===== config.mk =====
export PLATFORM = sky130hd
export DESIGN_NAME = full_adder_flat
export DESIGN_NICKNAME = d
export VERILOG_FILES = /design/src/rtl/full_adder_pkg.sv /design/src/rtl/full_adder_if.sv /design/src/rtl/fa_cell.sv /design/src/rtl/full_adder.sv /design/src/flat_wrapper.sv
export SDC_FILE = /design/constraint.sdc
export NUM_CORES = 1
export LEC_CHECK = 0
export ABC_AREA = 1
export CORE_AREA = 4 4 41 43
export CTS_BUF_LIST = sky130_fd_sc_hd__clkbuf_4 sky130_fd_sc_hd__clkbuf_8
export DETAILED_ROUTE_END_ITERATION = 8
export DIE_AREA = 0 0 45 47
export PLACE_DENSITY = 0.3
export SLEW_MARGIN = 20
export SYNTH_ARGS = -nofsm -noshare
export SYNTH_HDL_FRONTEND = slang
export SYNTH_SLANG_ARGS = --single-unit

===== constraint.sdc =====
create_clock -name clk -period 1.2 [get_ports clk]
set_clock_uncertainty 0.05 [all_clocks]
set_input_delay 0.12 -clock clk [delete_from_list [all_inputs] [get_ports clk]]
set_output_delay 0.12 -clock clk [all_outputs]
set_load 0.05 [all_outputs]

===== src/rtl/full_adder_pkg.sv =====
// Shared constants, result type and packing helper for the ripple-carry full adder.
// Optional signed-overflow output is enabled with the FULL_ADDER_OVF_EN macro.
package full_adder_pkg;

    localparam int unsigned FA_WIDTH_DEFAULT = 1;
    localparam int unsigned FA_WIDTH_MAX     = 64;

    typedef struct packed {
        logic                    carry;
        logic [FA_WIDTH_MAX-1:0] sum;
    } fa_result_t;

    function automatic fa_result_t fa_pack(input logic carry, input logic [FA_WIDTH_MAX-1:0] sum);
        fa_result_t res;
        res.carry = carry;
        res.sum   = sum;
        return res;
    endfunction

endpackage


===== src/rtl/full_adder_if.sv =====
// Operand/result bundle for full_adder; the slave modport is the adder side.
// The ovf_r signal exists only when FULL_ADDER_OVF_EN is defined.
interface full_adder_if #(
    parameter int unsigned WIDTH = 1
);
    logic [WIDTH-1:0] A;
    logic [WIDTH-1:0] B;
    logic             Ci;
    logic             in_valid;
    logic [WIDTH-1:0] S;
    logic             Co;
    logic [WIDTH-1:0] S_r;
    logic             Co_r;
    logic             out_valid;
`ifdef FULL_ADDER_OVF_EN
    logic             ovf_r;

    modport master (
        output A, B, Ci, in_valid,
        input  S, Co, S_r, Co_r, out_valid, ovf_r
    );

    modport slave (
        input  A, B, Ci, in_valid,
        output S, Co, S_r, Co_r, out_valid, ovf_r
    );
`else
    modport master (
        output A, B, Ci, in_valid,
        input  S, Co, S_r, Co_r, out_valid
    );

    modport slave (
        input  A, B, Ci, in_valid,
        output S, Co, S_r, Co_r, out_valid
    );
`endif
endinterface


===== src/rtl/fa_cell.sv =====
// One-bit full adder, the ripple stage of full_adder.
module fa_cell (
    input  logic a,
    input  logic b,
    input  logic ci,
    output logic s,
    output logic co
);
    logic w_p;

    assign w_p = a ^ b;
    assign s   = w_p ^ ci;
    assign co  = (a & b) | (ci & w_p);
endmodule


===== src/rtl/full_adder.sv =====
// WIDTH-bit ripple-carry adder with combinational and registered results.
// Define FULL_ADDER_OVF_EN to add the registered signed-overflow flag ovf_r.
module full_adder
    import full_adder_pkg::*;
#(
    parameter int unsigned WIDTH = FA_WIDTH_DEFAULT
) (
    input  logic       clk,
    input  logic       rst,
    full_adder_if.slave bus
);
    logic [WIDTH:0]   w_carry;
    logic [WIDTH-1:0] w_sum;
    fa_result_t       w_res;

    logic [WIDTH-1:0] r_sum;
    logic             r_co;
    logic             r_valid;

    assign w_carry[0] = bus.Ci;

    for (genvar gi = 0; gi < WIDTH; gi++) begin : g_cell
        fa_cell u_cell (
            .a  (bus.A[gi]),
            .b  (bus.B[gi]),
            .ci (w_carry[gi]),
            .s  (w_sum[gi]),
            .co (w_carry[gi+1])
        );
    end

    assign w_res = fa_pack(w_carry[WIDTH], FA_WIDTH_MAX'(w_sum));

    // Upper bits of the shared result type are zero padding at narrow widths.
    if (WIDTH < FA_WIDTH_MAX) begin : g_pad
        logic w_unused_hi;
        assign w_unused_hi = ^w_res.sum[FA_WIDTH_MAX-1:WIDTH];
    end

    assign bus.S  = w_res.sum[WIDTH-1:0];
    assign bus.Co = w_res.carry;

    always_ff @(posedge clk) begin
        if (rst) begin
            r_sum   <= '0;
            r_co    <= 1'b0;
            r_valid <= 1'b0;
        end else begin
            r_valid <= bus.in_valid;
            if (bus.in_valid) begin
                r_sum <= w_res.sum[WIDTH-1:0];
                r_co  <= w_res.carry;
            end
        end
    end

    assign bus.S_r       = r_sum;
    assign bus.Co_r      = r_co;
    assign bus.out_valid = r_valid;

`ifdef FULL_ADDER_OVF_EN
    logic w_ovf;
    logic r_ovf;

    // Like-signed operands producing an opposite-signed sum.
    assign w_ovf = (bus.A[WIDTH-1] == bus.B[WIDTH-1]) && (w_sum[WIDTH-1] != bus.A[WIDTH-1]);

    always_ff @(posedge clk) begin
        if (rst) begin
            r_ovf <= 1'b0;
        end else if (bus.in_valid) begin
            r_ovf <= w_ovf;
        end
    end

    assign bus.ovf_r = r_ovf;
`endif
endmodule


===== src/flat_wrapper.sv =====
// flat-port wrapper written by rule: the top's interface ports become plain ports
module full_adder_flat import full_adder_pkg::*;
#(
    parameter int unsigned WIDTH = FA_WIDTH_DEFAULT
)
  (clk, rst, bus_A, bus_B, bus_Ci, bus_in_valid, bus_S, bus_Co, bus_S_r, bus_Co_r, bus_out_valid);
  full_adder_if #(.WIDTH(WIDTH)) bus_i ();
  input  logic clk;
  input  logic rst;
  input wire logic [$bits(bus_i.A)-1:0] bus_A;
  input wire logic [$bits(bus_i.B)-1:0] bus_B;
  input wire logic [$bits(bus_i.Ci)-1:0] bus_Ci;
  input wire logic [$bits(bus_i.in_valid)-1:0] bus_in_valid;
  output wire logic [$bits(bus_i.S)-1:0] bus_S;
  output wire logic [$bits(bus_i.Co)-1:0] bus_Co;
  output wire logic [$bits(bus_i.S_r)-1:0] bus_S_r;
  output wire logic [$bits(bus_i.Co_r)-1:0] bus_Co_r;
  output wire logic [$bits(bus_i.out_valid)-1:0] bus_out_valid;
  assign bus_i.A = bus_A;
  assign bus_i.B = bus_B;
  assign bus_i.Ci = bus_Ci;
  assign bus_i.in_valid = bus_in_valid;
  assign bus_S = bus_i.S;
  assign bus_Co = bus_i.Co;
  assign bus_S_r = bus_i.S_r;
  assign bus_Co_r = bus_i.Co_r;
  assign bus_out_valid = bus_i.out_valid;
  full_adder #(.WIDTH(WIDTH)) u_core (.clk(clk), .rst(rst), .bus(bus_i));
endmodule

# Word-level counts from Yosys, hierarchy flattened
# Index checks and enable logic that the tools add are counted.
word_totals:
  out_inout_bits: 5
  memories: 0
  ram_bits: 0
  reg_bits: 3
  wordCells: 8
  latchBits: 0
  mem_bits_ro: 0
  in_bits: 6
classes:
  n_mux: 0
  n_shift: 0
  div_mod_pow: 0
  n_reduce_logical: 0
  order_cmp: 0
  bitwise: 5
  n_addsub: 0
  mul: 0
  n_eq_ne: 0
op_table:
  columns: ["operator", "count"]
  rows:
  - ["1-bit AND", 2]
  - ["1-bit bitwise XOR", 2]
  - ["1-bit OR", 1]

# Logic depth before layout (Yosys ltp)
# Gate-level depths: netlist (run 1).
logic_depth:
  word_depth: 3
  depth_mapped: 5
  ltp_nobuf: 5

# Cells and area by module
# A second synthesis (run 1) with hierarchy kept.
unflattened:
  cells_unflattened: 17
  hier_area_um2: 128.9
by_module_without_submodules:
  columns: ["module", "n_inst", "area_per_inst_um2", "cells_per_inst", "seq_area_each_um2"]
  rows:
  - ["full_adder", 1, 108.9, 16, 60.1]
  - ["fa_cell", 1, 20.0, 1, 0.0]

# Least setup slack after synthesis (run 1)
# Ideal clock, no wire load.
synth_timing:
  path_kind: "input to register"
  startpoint: "input port bus_Ci"
  endpoint: "register u_core.r_sum, in the netlist u_core.bus.S_r"
  stages: 5
  setup_time_ns: 0.064
  t_arrival_ns: 1.221
  setup_slack_ns: -0.135
  t_required_ns: 1.086
  path_buffers: 0
  path_cell_list: "fa_1 -> inv_1 -> nand2_1 -> nand2_1 -> nor2_1"
synth_via:
  elab_chain_cells: 1
synth_lines:
  columns: ["item", "line_no", "rtl"]
  rows:
  - ["start, declared", "flat_wrapper.sv:12", "input wire logic [$bits(bus_i.Ci)-1:0] bus_Ci;"]
  - ["1-bit bitwise XOR", "fa_cell.sv:12", "assign s = w_p ^ ci;"]
  - ["end signal, assigned", "full_adder.sv:51", "r_sum <= w_res.sum[WIDTH-1:0];"]
  - ["end, declared", "full_adder.sv:16", "logic [WIDTH-1:0] r_sum;"]
# No other way between the ends.
# A chain may end at the register's enable or synchronous reset.

# Final worst setup path (run 1)
layout_timing:
  startpoint: "input port bus_B"
  endpoint: "output port bus_S"
layout_via:
  elab_chain_cells: 2
layout_lines:
  columns: ["item", "line_no", "rtl"]
  rows:
  - ["start, declared", "flat_wrapper.sv:11", "input wire logic [$bits(bus_i.B)-1:0] bus_B;"]
  - ["1-bit bitwise XOR", "fa_cell.sv:11", "assign w_p = a ^ b;"]
  - ["1-bit bitwise XOR", "fa_cell.sv:12", null]
  - ["end, declared", "flat_wrapper.sv:14", "output wire logic [$bits(bus_i.S)-1:0] bus_S;"]
# No other way between the ends.

==> flow_summary.json, run 1 <==
{
  "arrival_ns": 1.01,
  "cts_buffer_depth": 2,
  "place_area_um2": 288,
  "layout.nets": 39,
  "setup.worst_path.start_class": "input pin",
  "drt_first_pass_iters": 2,
  "reg2reg_to": "u_core.bus.S_r",
  "antenna_found_initial": 0,
  "gp_congestion": 0.636,
  "yosysSeqAreaShare_pct": 46.6,
  "worst_pin_slew_ns": 0.175,
  "reg2regPathDepth": 2,
  "path_class": "input pin to output pin",
  "via_count": 146,
  "die_h_um": 47,
  "hp-class": "input pin to register",
  "cts_hold_buf": 0,
  "slowest_delay_ns": 0.56,
  "cp_slowest_cell": "fa_2",
  "drive_above_1_share_pct": 41.9,
  "reg2reg_from": "u_core.bus.S_r",
  "required_ns": 1.03,
  "synthCells": 17,
  "cts_setup_buffers": 0,
  "ys_ff_latch": 3,
  "clock-root-buffer": "clkbuf_4",
  "synth_area_um2": 129,
  "start_util_pct": 9.90,
  "post-route-cell-area_um2": 309,
  "max_slew_margin_pct": 88.3,
  "power_density_nw_per_um2": 1500,
  "rsz0062_at_grt": "no",
  "globalRoute.totalOverflow": 0,
  "crit_path_end_kind": "output pin",
  "cap_violations": 0,
  "fin_util_pct": 23.8,
  "power.leakage_nw": 0.153,
  "path_cells": "clkdlybuf4s15_2 > fa_2 > buf_12",
  "crit_family": "adder cells",
  "diodes": 0,
  "path_max_fanout": 2,
  "syn_to_final_growth_pct": 140,
  "wl_per_cell_um": 7.39,
  "min_delay_path_depth": 6,
  "vias_per_cell": 3.17,
  "synth_fp_nets": 24,
  "finalHoldViolCount": 0,
  "path_clk_slew_ns": 0.03,
  "holdPathEnd": "u_core.bus.Co_r",
  "first_global_vias": 153,
  "fin_crit_ns": 1.18,
  "core_um2": 1300,
  "critPathBufInv": 2,
  "r2r_slack_ns": 0.57,
  "synth_cell_types": 5,
  "worstHoldStart": "bus_Ci",
  "period_share_pct": 98.0,
  "cts_tree": "done",
  "h-tree-depth": 1,
  "peakVddDrop_v": 0.000537,
  "numCtsBuffers": 3,
  "die_area_um2": 2120,
  "clock_latency_ns": 0.23,
  "port_buffers": 10,
  "grt_pass1_wl_um": 600,
  "slew_viol_final": 0,
  "setup_viol": 0,
  "setup_tns_ns": 0,
  "drt_wl_total_um": 340,
  "drtIter0Drc": 3,
  "rows": 13,
  "layout_commonest_cell": "nor2_1",
  "max_clock_freq_ghz": 0.850,
  "io-pin-count": 11,
  "fp.dieW_um": 45,
  "drc": 0,
  "grt_use_total_pct": 4.43,
  "drtAntennaViolNets": 0,
  "outcome": "complete, no violations",
  "grt_max_degree": 6,
  "avgSynthCellArea_um2": 7.58,
  "yosysWarningCount": 0,
  "clock_sink_count": 3,
  "final_cell_mix": "nor2_1, inv_1, nand2_1, clkbuf_4, buf_12"
}
==> Yosys cell counts <==
master   count  share of area [%]
fa_1         1                 16
nor2_1       5                 15
inv_1        4                 12
nand2_1      4                 12
dfxtp_1      3                 47
==> per-stage QoR <==
stage                     power (mW)  std cells  hold WS [ns]  setup WS, ns
after floorplan                0.194         17         0.141       0.00978
after CTS                      0.479         46         0.369       0.00225
after global placement         0.274         42         0.450        -0.304
after detailed placement       0.275         42         0.450        -0.313
final                          0.464         46         0.368        0.0242
after global routing           0.503         46         0.407       0.00447
==> worst max path at each step <==
stage,startpoint,endpoint,depth (start not counted)
3_5_place_dp,bus_Ci,u_core.bus.S_r,6
2_1_floorplan,bus_Ci,u_core.bus.S_r,5
6_report,bus_B,bus_S,3
5_1_grt,bus_B,bus_S,3
3_3_place_gp,bus_Ci,u_core.bus.S_r,6
4_1_cts,bus_B,bus_S,3
==> cell families (layout without fill, tap and decap cells) <==
kind of cell / Yosys count / in the layout / share of synthesized area, %
simple gates: 9 / 9 / 26.2
fa+ha+maj: 1 / 1 / 15.5
buf+inv: 4 / 18 / 11.6
flops: 3 / 3 / 46.6
==> worst min-delay path: cells and delay by family <==
| kind | cells | cell delay [ns] |
|---|---|---|
| buf+inv | 2 | 0.14 |
| fa+ha+maj | 1 | 0.20 |
| simple gates | 3 | 0.15 |
==> metal layers <==
layer | vias to the layer above | part of all wire [%] | wire length, um | GRT usage (%)
met2 | 7 | 54 | 185 | 7.06
met3 | 0 | 14 | 46 | 4.60
met5 | - | 0 | 0 | 0
met1 | 65 | 32 | 109 | 3.64
li1 | 74 | - | - | -
met4 | 0 | 0 | 0 | 1.75
==> area by class of cell <==
class / count / area [um2]
repair buffers: 10 / 129
flip-flops and latches: 3 / 60.1
fillers: 159 / 992
multi-input cells: 10 / 56.3
well taps: 15 / 18.8
inverters: 4 / 15.0
clock buffers: 4 / 30.0
==> flip-flops by register name (all words and copies together) (netlist names) <==
| register | flops |
|---|---|
| u_core.bus.Co_r | 1 |
| u_core.bus.S_r | 1 |
| u_core.bus.out_valid | 1 |
==> what timing repair did <==
action,4_1_cts,5_1_grt
pin swaps,1,1
setup endpoints to repair,3,1
endpoints found under the hold margin,0,0
gates resized for setup,9,1
==> where the power goes <==
part	internal (mW)	total (mW)	switching, mW
Sequential	0.108	0.115	0.00698
Clock	0.147	0.197	0.0499
Combinational	0.0721	0.152	0.0801
Total	0.327	0.464	0.137
Note: power is estimated with default switching activity, not from simulation.
==> run 2, diff against run 1 <==
- clock period: 1.2 -> 1.5 ns (I/O delays scaled with it)
==> flow_summary.json, run 2 (synthesized netlist as in run 1, its figures left out) <==
{
  "outcome": "complete, no violations",
  "cap_violations": 0,
  "final_cell_mix": "nor2_1, buf_4, inv_1, nand2_1, clkbuf_4",
  "area.sequential_um2": 60.1,
  "max_clock_freq_ghz": 0.741,
  "io-pin-count": 11,
  "hp-class": "input pin to register",
  "p_total_uw": 362,
  "layout.nets": 40,
  "drt_first_pass_iters": 2,
  "power.leakage_nw": 0.159,
  "path_max_fanout": 2,
  "drtIter0Drc": 1,
  "die_h_um": 47,
  "grt_pass1_wl_um": 545,
  "clock-root-buffer": "clkbuf_4",
  "period_share_pct": 90.0,
  "antenna_found_initial": 0,
  "setup_viol": 0,
  "rows": 13,
  "drt_wl_total_um": 329,
  "grt_max_degree": 6,
  "slew_viol_final": 0,
  "clock_sink_count": 3,
  "cts_hold_buf": 0,
  "peakVddDrop_v": 0.000332,
  "grt_use_met3_pct": 3.83,
  "cts_tree": "done",
  "path_clk_slew_ns": 0.04,
  "port_buffers": 10,
  "rsz0062_at_grt": "no",
  "grt_use_total_pct": 4.19,
  "seqPwrFrac_pct": 24.4,
  "start_util_pct": 9.90,
  "numCtsBuffers": 3,
  "globalRoute.totalOverflow": 0,
  "drive_above_1_share_pct": 31.3,
  "swShare_pct": 30.5,
  "vias_per_cell": 3.21,
  "cts_buffer_depth": 2,
  "p_switching_uw": 110,
  "worst_pin_slew_ns": 0.167,
  "arrival_ns": 1.15,
  "fill_cells": 157,
  "finalHoldViolCount": 0,
  "crit_path_end_kind": "output pin",
  "fp.dieW_um": 45,
  "required_ns": 1.30,
  "multiInputGateArea_um2": 53.8,
  "internal-power_uw": 252,
  "grt_use_met2_pct": 5.93,
  "clock_latency_ns": 0.24,
  "syn_to_final_growth_pct": 121,
  "fin_crit_ns": 1.35,
  "top_usage_layer": "met2",
  "drc": 0,
  "setup_tns_ns": 0,
  "first_global_vias": 152,
  "grt_use_met1_pct": 2.95,
  "path_class": "input pin to output pin",
  "via_count": 151,
  "die_area_um2": 2120,
  "power_density_nw_per_um2": 1270,
  "h-tree-depth": 1,
  "combinationalPowerShare_pct": 31.1,
  "max_slew_margin_pct": 88.9,
  "drtAntennaViolNets": 0,
  "diodes": 0,
  "gp_congestion": 0.632,
  "p_clk_share_pct": 44.5,
  "wl_per_cell_um": 7.00,
  "core_um2": 1300,
  "setup.worst_path.start_class": "input pin"
}
==> run 2: cell count changes in the layout (fill, tap and decap cells not counted), sizes merged <==
cell and change:
dlymetal6s2s +1, clkdlybuf4s15 -1, clkbuf -1, dlygate4sd2 +2
==> run 2: metal layers <==
| layer | wire (um) | vias to the layer above |
|---|---|---|
| li1 | - | 77 |
| met1 | 112 | 68 |
| met2 | 173 | 6 |
| met3 | 42 | 0 |
| met4 | 0 | 0 |
| met5 | 0 | - |
==> run 2: path summary, 6_finish.rpt <==
check	startpoint	endpoint	slack [ns]	depth (start not counted)
worst max-delay path	bus_A	bus_S	0.15	3
worst min register to register	u_core.bus.Co_r	u_core.bus.Co_r	0.42	2
worst max register to register	u_core.bus.S_r	u_core.bus.S_r	0.91	2
worst min-delay path	bus_Ci	u_core.bus.Co_r	0.40	6
==> run 2: stage by stage <==
step | instance area, um2 | util [%] | hold WS (ns) | cells | setup WS, ns
2_1_floorplan | 129 | - | 0.171 | 17 | 0.135
3_3_place_gp | 248 | 19.0 | 0.414 | 42 | -0.0446
3_5_place_dp | 248 | 19.0 | 0.418 | 42 | -0.0507
4_1_cts | 283 | 21.7 | 0.423 | 47 | 0.0329
5_1_grt | 285 | 21.9 | 0.457 | 47 | 0.114
6_report | 285 | 21.9 | 0.404 | 47 | 0.150
==> run 2: repair_timing <==
item                                    CTS  global route
endpoints found under the setup margin    1             1
pin swaps                                 1             1
gates resized for setup                   2             1
setup buffers                             1             0
==> run 2: cell type report <==
class,instances,share of cell area [%]
clock buffer,4,10.5
inverter,4,5.26
multi-input combinational,10,18.9
sequential,3,21.1
tap,15,6.58
timing repair buffer,11,37.7
==> run 2: worst max-delay path: stages <==
cell,delay [ns]
dlygate4sd2_1,0.25
fa_1,0.60
buf_12,0.15
==> run 2: power by group through the flow <==
stage,logic (mW),clock network (mW),registers (mW)
3_5_place_dp,0.111,0,0.0899
2_1_floorplan,0.0426,0,0.110
6_report,0.113,0.161,0.0884
3_3_place_gp,0.111,0,0.0899
4_1_cts,0.115,0.169,0.0886
5_1_grt,0.121,0.169,0.0890
==> run 3, diff against run 2 <==
==> constraint.sdc (replaced) <==
create_clock -name clk -period 1.5 [get_ports clk]
set_clock_uncertainty 0.05 [all_clocks]
set_input_delay 0.225 -clock clk [delete_from_list [all_inputs] [get_ports clk]]
set_output_delay 0.225 -clock clk [all_outputs]
set_load 0.05 [all_outputs]
==> flow_summary.json, run 3 (synthesized netlist as in run 1, its figures left out) <==
{
  "core_um2": 1300,
  "internal-power_uw": 267,
  "max_slew_margin_pct": 89.5,
  "port_buffers": 10,
  "fp.dieW_um": 45,
  "drive_above_1_share_pct": 33.3,
  "cp_slowest_cell": "fa_1",
  "clock-root-buffer": "clkbuf_4",
  "clock_sink_count": 3,
  "grt_pass1_wl_um": 565,
  "start_util_pct": 9.90,
  "crit_path_end_kind": "output pin",
  "drtIter0Drc": 0,
  "dp_hpwl_um": 285,
  "grt_use_total_pct": 4.19,
  "cts_tree": "done",
  "fin_crit_ns": 1.48,
  "max_clock_freq_ghz": 0.678,
  "die_area_um2": 2120,
  "layout_commonest_cell": "nor2_1",
  "rows": 13,
  "slowest_delay_ns": 0.58,
  "outcome": "complete, no violations",
  "p_switching_uw": 110,
  "setup_tns_ns": 0,
  "setup.worst_path.start_class": "input pin",
  "path_cells": "dlygate4sd2_1 > fa_1 > buf_12",
  "cts_buffer_depth": 2,
  "antenna_found_initial": 0,
  "h-tree-depth": 1,
  "die_h_um": 47,
  "rsz0062_at_grt": "no",
  "layout.nets": 41,
  "power.leakage_nw": 0.162,
  "drt_first_pass_iters": 1,
  "slew_viol_final": 0,
  "drt_wl_total_um": 333,
  "required_ns": 1.22,
  "path_max_fanout": 2,
  "drc": 0,
  "setup_viol": 0,
  "arrival_ns": 1.20,
  "diodes": 0,
  "clock_latency_ns": 0.23,
  "fill_cells": 157,
  "place_area_um2": 273,
  "combinationalPowerShare_pct": 34.3,
  "path_clk_slew_ns": 0.04,
  "drtAntennaViolNets": 0,
  "syn_to_final_growth_pct": 145,
  "gp_congestion": 0.629,
  "first_global_vias": 162,
  "io-pin-count": 11,
  "worst_pin_slew_ns": 0.157,
  "period_share_pct": 98.4,
  "finalHoldViolCount": 0,
  "cap_violations": 0,
  "power_density_nw_per_um2": 1190,
  "wl_per_cell_um": 6.94,
  "swShare_pct": 29.2,
  "via_count": 148,
  "seqPwrFrac_pct": 24.2,
  "vias_per_cell": 3.08,
  "numCtsBuffers": 3,
  "path_class": "input pin to output pin",
  "globalRoute.totalOverflow": 0,
  "multiInputGateArea_um2": 53.8,
  "grt_max_degree": 6,
  "p_clk_share_pct": 41.5,
  "peakVddDrop_v": 0.000508,
  "final_cell_mix": "nor2_1, inv_1, nand2_1, clkbuf_4, buf_4",
  "hp-class": "register to register",
  "post-route-cell-area_um2": 315,
  "area.sequential_um2": 60.1
}
==> run 3: cell count changes in the layout (fill, tap and decap cells not counted), sizes merged <==
cell,before,now
buf,6,7
dlymetal6s2s,1,0
clkdlybuf4s15,0,1
==> run 3: area by class of cell <==
| class | count | share of cell area, % |
|---|---|---|
| clock buffer | 4 | 9.52 |
| inverter | 4 | 4.76 |
| multi-input combinational | 10 | 17.1 |
| sequential | 3 | 19.0 |
| tap | 15 | 5.95 |
| timing repair buffer | 12 | 43.7 |
==> run 3: metal layers <==
| layer | track usage (%) | up-vias | routed length, um | part of all wire [%] |
|---|---|---|---|---|
| li1 | - | 79 | - | - |
| met2 | 6.50 | 4 | 167 | 50 |
| met5 | 0 | - | 0 | 0 |
| met3 | 4.60 | 0 | 22 | 6.6 |
| met4 | 1.75 | 0 | 0 | 0 |
| met1 | 3.41 | 65 | 142 | 43 |
==> run 3: power by group through the flow <==
stage | registers [mW] | clock network, mW | logic [mW]
CTS | 0.0913 | 0.163 | 0.125
global placement | 0.0923 | 0 | 0.121
finish | 0.0912 | 0.156 | 0.129
floorplan | 0.110 | 0 | 0.0426
global route | 0.0918 | 0.177 | 0.136
detailed placement | 0.0924 | 0 | 0.121
==> run 3: final timing paths <==
check | start | to | slack [ns] | depth (start not counted)
max | bus_Ci | bus_S | 0.02 | 3
min | u_core.bus.Co_r | u_core.bus.Co_r | 0.46 | 2
max reg2reg | u_core.bus.S_r | u_core.bus.S_r | 0.86 | 2
min reg2reg | u_core.bus.Co_r | u_core.bus.Co_r | 0.46 | 2
==> run 3: critical path, delay by kind of cell <==
family                   cells  cell delay (ns)
buffers and inverters        2             0.39
adder cells (fa/ha/maj)      1             0.58
==> run 3: timing repair <==
action / CTS / global route
hold buffers: 0 / 0
buffers inserted: 1 / 1
gates cloned: 0 / 0
pin swaps: 1 / 1
endpoints found under the setup margin: 2 / 1
resized for setup: 4 / 0
==> run 3: stage by stage <==
stage | total power [mW] | utilization (%) | hold WS, ns | worst slack (ns) | instances
floorplan | 0.153 | - | 0.246 | 0.0601 | 17
global placement | 0.213 | 21.0 | 0.450 | -0.195 | 42
detailed placement | 0.214 | 21.0 | 0.450 | -0.206 | 42
CTS | 0.379 | 23.7 | 0.459 | 0.0309 | 47
global route | 0.405 | 24.2 | 0.497 | 0.00103 | 48
finish | 0.377 | 24.2 | 0.457 | 0.0241 | 48
